[config.mk]
export PLATFORM = sky130hd
export DESIGN_NAME = alu_pipe_flat
export DESIGN_NICKNAME = d
export VERILOG_FILES = /design/src/rtl/alu_pkg.sv /design/src/rtl/alu_pipe_if.sv /design/src/rtl/alu_core.sv /design/src/rtl/alu_pipe.sv /design/src/flat_wrapper.sv
export SDC_FILE = /design/constraint.sdc
export NUM_CORES = 1
export LEC_CHECK = 0
export BUFFER_PORTS_ARGS = -buffer_cell sky130_fd_sc_hd__buf_2
export CORE_ASPECT_RATIO = 0.75
export CORE_MARGIN = 5
export CORE_UTILIZATION = 50
export DETAILED_ROUTE_END_ITERATION = 16
export GPL_ROUTABILITY_DRIVEN = 0
export PLACE_DENSITY = 0.85
export SLEW_MARGIN = 10
export SYNTH_ARGS = -nofsm -noshare
export SYNTH_HDL_FRONTEND = slang
export SYNTH_SLANG_ARGS = --single-unit
[constraint.sdc]
create_clock -name i_clk -period 3.5 [get_ports i_clk]
set_input_delay 0.35 -clock i_clk [delete_from_list [all_inputs] [get_ports i_clk]]
set_output_delay 0.35 -clock i_clk [all_outputs]
set_load 0.01 [all_outputs]
[src/rtl/alu_pkg.sv]
// Shared definitions for the pipelined ALU: operation select codes and status flags.
package alu_pkg;

  typedef enum logic [2:0] {
    OP_TFR  = 3'b000,
    OP_ADD  = 3'b001,
    OP_SUBB = 3'b010,
    OP_DEC  = 3'b011,
    OP_AND  = 3'b100,
    OP_OR   = 3'b101,
    OP_XOR  = 3'b110,
    OP_NOT  = 3'b111
  } alu_op_e;

  typedef struct packed {
    logic cout;
    logic zero;
    logic neg;
    logic ovf;
  } alu_flags_t;

  // Ops with the top select bit set are bitwise and never produce carry or overflow
  function automatic logic is_logic_op(input logic [2:0] sel);
    return sel[2];
  endfunction

endpackage

[src/rtl/alu_pipe_if.sv]
// Operation/result handshake bundle between the sequencer, alu_pipe and the consumer.
interface alu_pipe_if #(parameter int WIDTH = 8) ();

  logic             i_valid;
  logic             o_ready;
  logic [WIDTH-1:0] i_a;
  logic [WIDTH-1:0] i_b;
  logic [2:0]       i_sel;
  logic             i_Cin;
  logic             i_use_acc;
  logic             o_valid;
  logic             i_ready;
  logic [WIDTH-1:0] o_G;
  logic             o_Cout;
  logic             o_zero;
  logic             o_neg;
  logic             o_ovf;
  logic [WIDTH-1:0] o_acc;

  modport master (
    output i_valid, i_a, i_b, i_sel, i_Cin, i_use_acc, i_ready,
    input  o_ready, o_valid, o_G, o_Cout, o_zero, o_neg, o_ovf, o_acc
  );

  modport slave (
    input  i_valid, i_a, i_b, i_sel, i_Cin, i_use_acc, i_ready,
    output o_ready, o_valid, o_G, o_Cout, o_zero, o_neg, o_ovf, o_acc
  );

endinterface

[src/rtl/alu_core.sv]
// Combinational WIDTH-bit ALU: every arithmetic op is A + opb + Cin with opb chosen by select.
module alu_core
  import alu_pkg::*;
#(
  parameter int WIDTH = 8
) (
  input  logic [WIDTH-1:0] a,
  input  logic [WIDTH-1:0] b,
  input  logic [2:0]       sel,
  input  logic             cin,
  output logic [WIDTH-1:0] g,
  output logic             cout,
  output logic             ovf
);

  logic [WIDTH-1:0] opb_s;
  logic [WIDTH-1:0] logic_s;
  logic [WIDTH:0]   sum_s;

  // Second addend for arithmetic ops, bitwise result for logic ops
  always_comb begin
    opb_s   = {WIDTH{1'b0}};
    logic_s = {WIDTH{1'b0}};
    case (alu_op_e'(sel))
      OP_TFR:  opb_s   = {WIDTH{1'b0}};
      OP_ADD:  opb_s   = b;
      OP_SUBB: opb_s   = ~b;
      OP_DEC:  opb_s   = {WIDTH{1'b1}};
      OP_AND:  logic_s = a & b;
      OP_OR:   logic_s = a | b;
      OP_XOR:  logic_s = a ^ b;
      OP_NOT:  logic_s = ~a;
      default: begin
        opb_s   = {WIDTH{1'b0}};
        logic_s = {WIDTH{1'b0}};
      end
    endcase
  end

  assign sum_s = {1'b0, a} + {1'b0, opb_s} + {{WIDTH{1'b0}}, cin};

  // Result mux; overflow compares operand signs against the result sign
  always_comb begin
    g    = {WIDTH{1'b0}};
    cout = 1'b0;
    ovf  = 1'b0;
    if (is_logic_op(sel)) begin
      g    = logic_s;
      cout = 1'b0;
      ovf  = 1'b0;
    end else begin
      g    = sum_s[WIDTH-1:0];
      cout = sum_s[WIDTH];
      ovf  = (a[WIDTH-1] == opb_s[WIDTH-1]) && (sum_s[WIDTH-1] != a[WIDTH-1]);
    end
  end

endmodule

[src/rtl/alu_pipe.sv]
// Two-stage valid/ready ALU pipeline: stage 1 holds the operation, stage 2 the registered
// result and flags. The accumulator is read and written at stage-1 advance, so chains need no stall.
module alu_pipe
  import alu_pkg::*;
#(
  parameter int WIDTH = 8
) (
  input logic       i_clk,
  input logic       i_rst,
  alu_pipe_if.slave bus
);

  logic             s1_valid_r;
  logic [WIDTH-1:0] s1_a_r;
  logic [WIDTH-1:0] s1_b_r;
  logic [2:0]       s1_sel_r;
  logic             s1_cin_r;
  logic             s1_use_acc_r;

  logic             s2_valid_r;
  logic [WIDTH-1:0] g_r;
  alu_flags_t       flags_r;
  logic [WIDTH-1:0] acc_r;

  logic             adv2_s;
  logic             accept_s;
  logic [WIDTH-1:0] op_a_s;
  logic [WIDTH-1:0] core_g_s;
  logic             core_cout_s;
  logic             core_ovf_s;

  assign adv2_s      = s1_valid_r && (!s2_valid_r || bus.i_ready);
  assign bus.o_ready = !s1_valid_r || adv2_s;
  assign accept_s    = bus.i_valid && bus.o_ready;
  assign op_a_s      = s1_use_acc_r ? acc_r : s1_a_r;

  alu_core #(.WIDTH(WIDTH)) u_core (
    .a    (op_a_s),
    .b    (s1_b_r),
    .sel  (s1_sel_r),
    .cin  (s1_cin_r),
    .g    (core_g_s),
    .cout (core_cout_s),
    .ovf  (core_ovf_s)
  );

  // Stage 1: capture an accepted operation, empty when it moves on without a replacement
  always_ff @(posedge i_clk) begin
    if (i_rst) begin
      s1_valid_r   <= 1'b0;
      s1_a_r       <= {WIDTH{1'b0}};
      s1_b_r       <= {WIDTH{1'b0}};
      s1_sel_r     <= 3'b000;
      s1_cin_r     <= 1'b0;
      s1_use_acc_r <= 1'b0;
    end else if (accept_s) begin
      s1_valid_r   <= 1'b1;
      s1_a_r       <= bus.i_a;
      s1_b_r       <= bus.i_b;
      s1_sel_r     <= bus.i_sel;
      s1_cin_r     <= bus.i_Cin;
      s1_use_acc_r <= bus.i_use_acc;
    end else if (adv2_s) begin
      s1_valid_r   <= 1'b0;
    end
  end

  // Stage 2 and accumulator: load together on advance, drop valid after an output handshake
  always_ff @(posedge i_clk) begin
    if (i_rst) begin
      s2_valid_r <= 1'b0;
      g_r        <= {WIDTH{1'b0}};
      flags_r    <= '{cout: 1'b0, zero: 1'b0, neg: 1'b0, ovf: 1'b0};
      acc_r      <= {WIDTH{1'b0}};
    end else if (adv2_s) begin
      s2_valid_r <= 1'b1;
      g_r        <= core_g_s;
      flags_r    <= '{cout: core_cout_s,
                      zero: (core_g_s == {WIDTH{1'b0}}),
                      neg:  core_g_s[WIDTH-1],
                      ovf:  core_ovf_s};
      acc_r      <= core_g_s;
    end else if (bus.i_ready) begin
      s2_valid_r <= 1'b0;
    end
  end

  assign bus.o_valid = s2_valid_r;
  assign bus.o_G     = g_r;
  assign bus.o_Cout  = flags_r.cout;
  assign bus.o_zero  = flags_r.zero;
  assign bus.o_neg   = flags_r.neg;
  assign bus.o_ovf   = flags_r.ovf;
  assign bus.o_acc   = acc_r;

endmodule

[src/flat_wrapper.sv]
// flat-port wrapper written by rule: the top's interface ports become plain ports
module alu_pipe_flat import alu_pkg::*;
#(
  parameter int WIDTH = 8
)
  (i_clk, i_rst, bus_i_valid, bus_i_a, bus_i_b, bus_i_sel, bus_i_Cin, bus_i_use_acc, bus_i_ready, bus_o_ready, bus_o_valid, bus_o_G, bus_o_Cout, bus_o_zero, bus_o_neg, bus_o_ovf, bus_o_acc);
  alu_pipe_if #(.WIDTH(WIDTH)) bus_i ();
  input logic i_clk;
  input logic i_rst;
  input wire logic [$bits(bus_i.i_valid)-1:0] bus_i_valid;
  input wire logic [$bits(bus_i.i_a)-1:0] bus_i_a;
  input wire logic [$bits(bus_i.i_b)-1:0] bus_i_b;
  input wire logic [$bits(bus_i.i_sel)-1:0] bus_i_sel;
  input wire logic [$bits(bus_i.i_Cin)-1:0] bus_i_Cin;
  input wire logic [$bits(bus_i.i_use_acc)-1:0] bus_i_use_acc;
  input wire logic [$bits(bus_i.i_ready)-1:0] bus_i_ready;
  output wire logic [$bits(bus_i.o_ready)-1:0] bus_o_ready;
  output wire logic [$bits(bus_i.o_valid)-1:0] bus_o_valid;
  output wire logic [$bits(bus_i.o_G)-1:0] bus_o_G;
  output wire logic [$bits(bus_i.o_Cout)-1:0] bus_o_Cout;
  output wire logic [$bits(bus_i.o_zero)-1:0] bus_o_zero;
  output wire logic [$bits(bus_i.o_neg)-1:0] bus_o_neg;
  output wire logic [$bits(bus_i.o_ovf)-1:0] bus_o_ovf;
  output wire logic [$bits(bus_i.o_acc)-1:0] bus_o_acc;
  assign bus_i.i_valid = bus_i_valid;
  assign bus_i.i_a = bus_i_a;
  assign bus_i.i_b = bus_i_b;
  assign bus_i.i_sel = bus_i_sel;
  assign bus_i.i_Cin = bus_i_Cin;
  assign bus_i.i_use_acc = bus_i_use_acc;
  assign bus_i.i_ready = bus_i_ready;
  assign bus_o_ready = bus_i.o_ready;
  assign bus_o_valid = bus_i.o_valid;
  assign bus_o_G = bus_i.o_G;
  assign bus_o_Cout = bus_i.o_Cout;
  assign bus_o_zero = bus_i.o_zero;
  assign bus_o_neg = bus_i.o_neg;
  assign bus_o_ovf = bus_i.o_ovf;
  assign bus_o_acc = bus_i.o_acc;
  alu_pipe #(.WIDTH(WIDTH)) u_core (.i_clk(i_clk), .i_rst(i_rst), .bus(bus_i));
endmodule
==> report_table.html <==
<table>
<tr><th>Metric</th><th>Value</th></tr>
<tr><th colspan="2">Floorplanning</th></tr>
<tr><td>Boundary pin count</td><td>47</td></tr>
<tr><td>Placeable core region</td><td>4570 um2</td></tr>
<tr><td>Starting density of the core</td><td>52.6%</td></tr>
<tr><td>Die extent in y</td><td>70.1 um</td></tr>
<tr><td>Die outline area</td><td>6310 um2</td></tr>
<tr><td>Cell Rows</td><td>21</td></tr>
<tr><td>Horiz. Die Dim</td><td>90.1 um</td></tr>
<tr><th colspan="2">Synth</th></tr>
<tr><td>Fraction of synthesis flops using an asynchronous set or reset pin</td><td>0%</td></tr>
<tr><td>Most area-hungry cell type in the Yosys netlist</td><td>dfxtp_1</td></tr>
<tr><td>Net count after synthesis</td><td>354</td></tr>
<tr><td>Leading cell types by count after synthesis</td><td>nand2_1 (53), a21oi_1 (37), dfxtp_1 (34)</td></tr>
<tr><td>Most frequently used flop master after synthesis</td><td>dfxtp_1</td></tr>
<tr><td>Register area share after synthesis</td><td>28.3%</td></tr>
<tr><td>Register bit count reported by yosys</td><td>34</td></tr>
<tr><td>Ranking of synthesized cells by area</td><td>dfxtp_1 (28%), ha_1 (12%), nand2_1 (8.3%)</td></tr>
<tr><td>Number of enable-type register cells in the synthesized netlist</td><td>0</td></tr>
<tr><td>Yosys warns</td><td>0</td></tr>
<tr><td>Number of distinct library cells after synthesis</td><td>44</td></tr>
<tr><td>Top-count cell post-synth</td><td>nand2_1</td></tr>
<tr><td>Mapped Cells</td><td>304</td></tr>
<tr><td>Area fraction of the dominant cell type after synthesis</td><td>28.3%</td></tr>
<tr><td>Synth Cell Area</td><td>2410 um2</td></tr>
<tr><td>Avg Cell Area, Syn</td><td>7.91 um2</td></tr>
<tr><th colspan="2">Cells and area</th></tr>
<tr><td>Fraction of layout cells with a size suffix above 1</td><td>20.1%</td></tr>
<tr><td>Total inserted antenna cells</td><td>0</td></tr>
<tr><td>Final core occ</td><td>58.7%</td></tr>
<tr><td>Synthesis-to-finish area growth</td><td>11.5%</td></tr>
<tr><td>Layout Nets</td><td>383</td></tr>
<tr><th colspan="2">Clock network</th></tr>
<tr><td>Setup Fix Bufs, Post-CTS</td><td>0</td></tr>
<tr><td>Post_cts resized</td><td>0</td></tr>
<tr><td>Number of H-tree levels</td><td>2</td></tr>
<tr><td>Clock network latency to the later pin of the worst-skew pair</td><td>0.28 ns</td></tr>
<tr><td>Maximum clock path buffer count</td><td>2</td></tr>
<tr><td>Root buffer cell</td><td>clkbuf_8</td></tr>
<tr><td>Clock sinks</td><td>34</td></tr>
<tr><td>Clock input transition at the sequential cells of the worst setup and hold paths</td><td>0.07 ns</td></tr>
<tr><td>CTS tree</td><td>done</td></tr>
<tr><td>Hold buffers post-CTS</td><td>0</td></tr>
<tr><td>Num CTS Buffers</td><td>5</td></tr>
<tr><th colspan="2">Timing</th></tr>
<tr><td>Share of the cycle needed by the critical path after routing</td><td>89.6%</td></tr>
<tr><td>Total count of hold-check failures in the final report</td><td>0</td></tr>
<tr><td>Highest clock rate</td><td>approximately 0.32 GHz</td></tr>
<tr><td>Setup repair after global routing missed its margin</td><td>false</td></tr>
<tr><td>Fin Clk Skew</td><td>0.00321 ns</td></tr>
<tr><td>Max-slew violation count</td><td>0</td></tr>
<tr><td>Final setup violation count</td><td>0</td></tr>
<tr><td>Worst slew pin tran</td><td>1.08 ns</td></tr>
<tr><td>Post-layout minimum cycle time</td><td>3.13 ns</td></tr>
<tr><td>Max-slew headroom at the worst pin</td><td>27.6%</td></tr>
<tr><td>Setup TNS</td><td>0 ns</td></tr>
<tr><th colspan="2">Drt</th></tr>
<tr><td>Routed wire length per instance</td><td>13.8 um</td></tr>
<tr><td>First drt pass iteration count</td><td>4</td></tr>
<tr><td>Total via count after detailed routing</td><td>2083</td></tr>
<tr><td>DRC violation total after the first TritonRoute iteration</td><td>107</td></tr>
<tr><td>Antenna Nets Post-Route</td><td>0</td></tr>
<tr><td>Residual DRC</td><td>0</td></tr>
<tr><td>Vias per inst</td><td>roughly 5.3</td></tr>
<tr><td>Detailed-route wire length</td><td>5410 um</td></tr>
<tr><th colspan="2">Worst setup path</th></tr>
<tr><td>Highest-delay cell along the critical path</td><td>dfxtp_1</td></tr>
<tr><td>Crit path DAT</td><td>roughly 3.4 ns</td></tr>
<tr><td>Most common cell type on the critical path</td><td>fa_1</td></tr>
<tr><td>Critical path endpoint category</td><td>flop</td></tr>
<tr><td>Required time of the critical path</td><td>roughly 3.7 ns</td></tr>
<tr><td>Crit path cell chain</td><td>mux2i_1 -&gt; fa_1 -&gt; inv_1 -&gt; fa_1 -&gt; a211o_1 -&gt; a21oi_1 -&gt; o32a_1 -&gt; nand2_1 -&gt; nor2b_1 -&gt; a31o_1</td></tr>
<tr><td>Startpoint class of the critical path</td><td>flop</td></tr>
<tr><td>Critical Path Max Stage Delay</td><td>~0.65 ns</td></tr>
<tr><td>Peak fanout along the critical path</td><td>9</td></tr>
<tr><td>Classification of the worst setup path</td><td>reg -&gt; reg</td></tr>
<tr><th colspan="2">Place</th></tr>
<tr><td>Post-DP HPWL</td><td>4120 um</td></tr>
<tr><td>Count of port buffers added during placement</td><td>46</td></tr>
<tr><th colspan="2">Global route</th></tr>
<tr><td>Vias in the first global route</td><td>1883</td></tr>
<tr><td>Global-route wire length before repair</td><td>8920 um</td></tr>
<tr><td>Maximum number of pins on one net before global-route repair</td><td>36</td></tr>
<tr><td>Overflow left after global routing</td><td>0</td></tr>
<tr><td>Antenna violations before repair</td><td>0</td></tr>
<tr><td>GRT Total Usage</td><td>about 17%</td></tr>
<tr><th colspan="2">Flow run</th></tr>
<tr><td>Max-Cap Viols</td><td>0</td></tr>
<tr><th colspan="2">Pwr</th></tr>
<tr><td>Peak supply drop</td><td>around 0.24 mV</td></tr>
<tr><td>Leakage component of the power</td><td>1.30 nW</td></tr>
<tr><td>Power per Cell Area</td><td>roughly 360 nW/um2</td></tr>
<tr><th colspan="2">Min path</th></tr>
<tr><td>Classification of the worst-slack hold path</td><td>in -&gt; reg</td></tr>
<tr><th colspan="2">Outcome</th></tr>
<tr><td>Status</td><td>completed</td></tr>
</table>
-- power by group --
part / internal (mW) / switching (mW)
registers: 0.409 / 0.0214
logic: 0.0964 / 0.131
clock network: 0.158 / 0.147
total: 0.664 / 0.300
-- cell families (layout without fill, tap and decap cells) --
family                     after synthesis  in the layout  share of synthesized area (%)
DFF                                     34             34                           28.3
xor gates and xnor gates                 2              2                          0.728
and+or+nand+nor                        102            102                           18.9
adders and majority gates               25             25                           13.6
AOI/OAI and AO/OA                       70             70                           18.2
muxes                                   22             22                           10.9
buffers and inverters                   49             79                           9.36
-- layout by cell type, fill, tap and decap left out, types with 2 or more instances in the layout --
cell type	instances
a211oi_1	9
a21o_1	2
a21oi_1	37
a31oi_1	2
and2_1	2
buf_2	46
buf_4	3
clkbuf_8	6
dfxtp_1	34
fa_1	2
ha_1	23
inv_1	22
mux2_2	3
mux2i_1	16
mux4_2	3
nand2_1	53
nor2_1	24
nor2b_1	9
nor3_1	3
nor3b_1	2
o211ai_1	5
o21a_1	2
o21ai_0	2
o21ai_1	3
-- per-layer routing --
layer / share of wire, % / routed length (um) / track usage (%) / vias to the layer above
met2: 44 / 2380 / 26.1 / 60
met3: 7.4 / 398 / 4.94 / 7
met5: 0 / 0 / 0 / -
li1: - / - / - / 1089
met1: 48 / 2580 / 22.8 / 927
met4: 0.91 / 49 / 4.79 / 0
-- state kept, by name, indices dropped and copies added (netlist names) --
name                 count
u_core.bus.o_acc         8
u_core.s1_a_r            8
u_core.s1_b_r            8
u_core.s1_sel_r          3
u_core.bus.o_Cout        1
u_core.bus.o_ovf         1
u_core.bus.o_valid       1
u_core.bus.o_zero        1
u_core.s1_cin_r          1
u_core.s1_use_acc_r      1
u_core.s1_valid_r        1
-- per-stage QoR --
step                      setup WS (ns)  hold WS, ns  power [mW]  std cells  cell area [um2]
after floorplan                   0.553        0.436       0.609        304             2410
after global placement            0.612        0.435       0.656        383             2590
after detailed placement          0.446        0.447       0.665        383             2590
after CTS                         0.429        0.285       0.972        391             2680
after global routing              0.181        0.288        1.02        391             2680
final                             0.365        0.295       0.964        391             2680
-- worst paths after layout --
kind / start / to / slack (ns) / depth (start not counted)
hold reg to reg: u_core.bus.o_ovf / u_core.bus.o_ovf / 0.45 / 2
setup reg to reg: u_core.s1_use_acc_r / u_core.bus.o_zero / 0.37 / 10
setup / recovery: u_core.s1_use_acc_r / u_core.bus.o_zero / 0.37 / 10
hold / removal: bus_i_a[4] / u_core.s1_a_r[4] / 0.30 / 3
-- area by class of cell --
| cell class | count | area [um2] |
|---|---|---|
| timing repair buffer | 49 | 253 |
| clock inverter | 2 | 12.5 |
| multi-input combinational | 221 | 1500 |
| clock buffer | 6 | 82.6 |
| inverter | 22 | 82.6 |
| sequential | 34 | 681 |
| fill | 436 | 1890 |
| tap | 57 | 71.3 |
-- critical path: cells and delay by family (launching register included) --
family          cells  cell delay [ns]
compound gates      4             1.00
fa+ha+maj           2             0.68
flops               1             0.65
mux                 1             0.43
simple gates        2             0.25
buf+inv             1             0.08
Power figures use the tool's default switching activity.
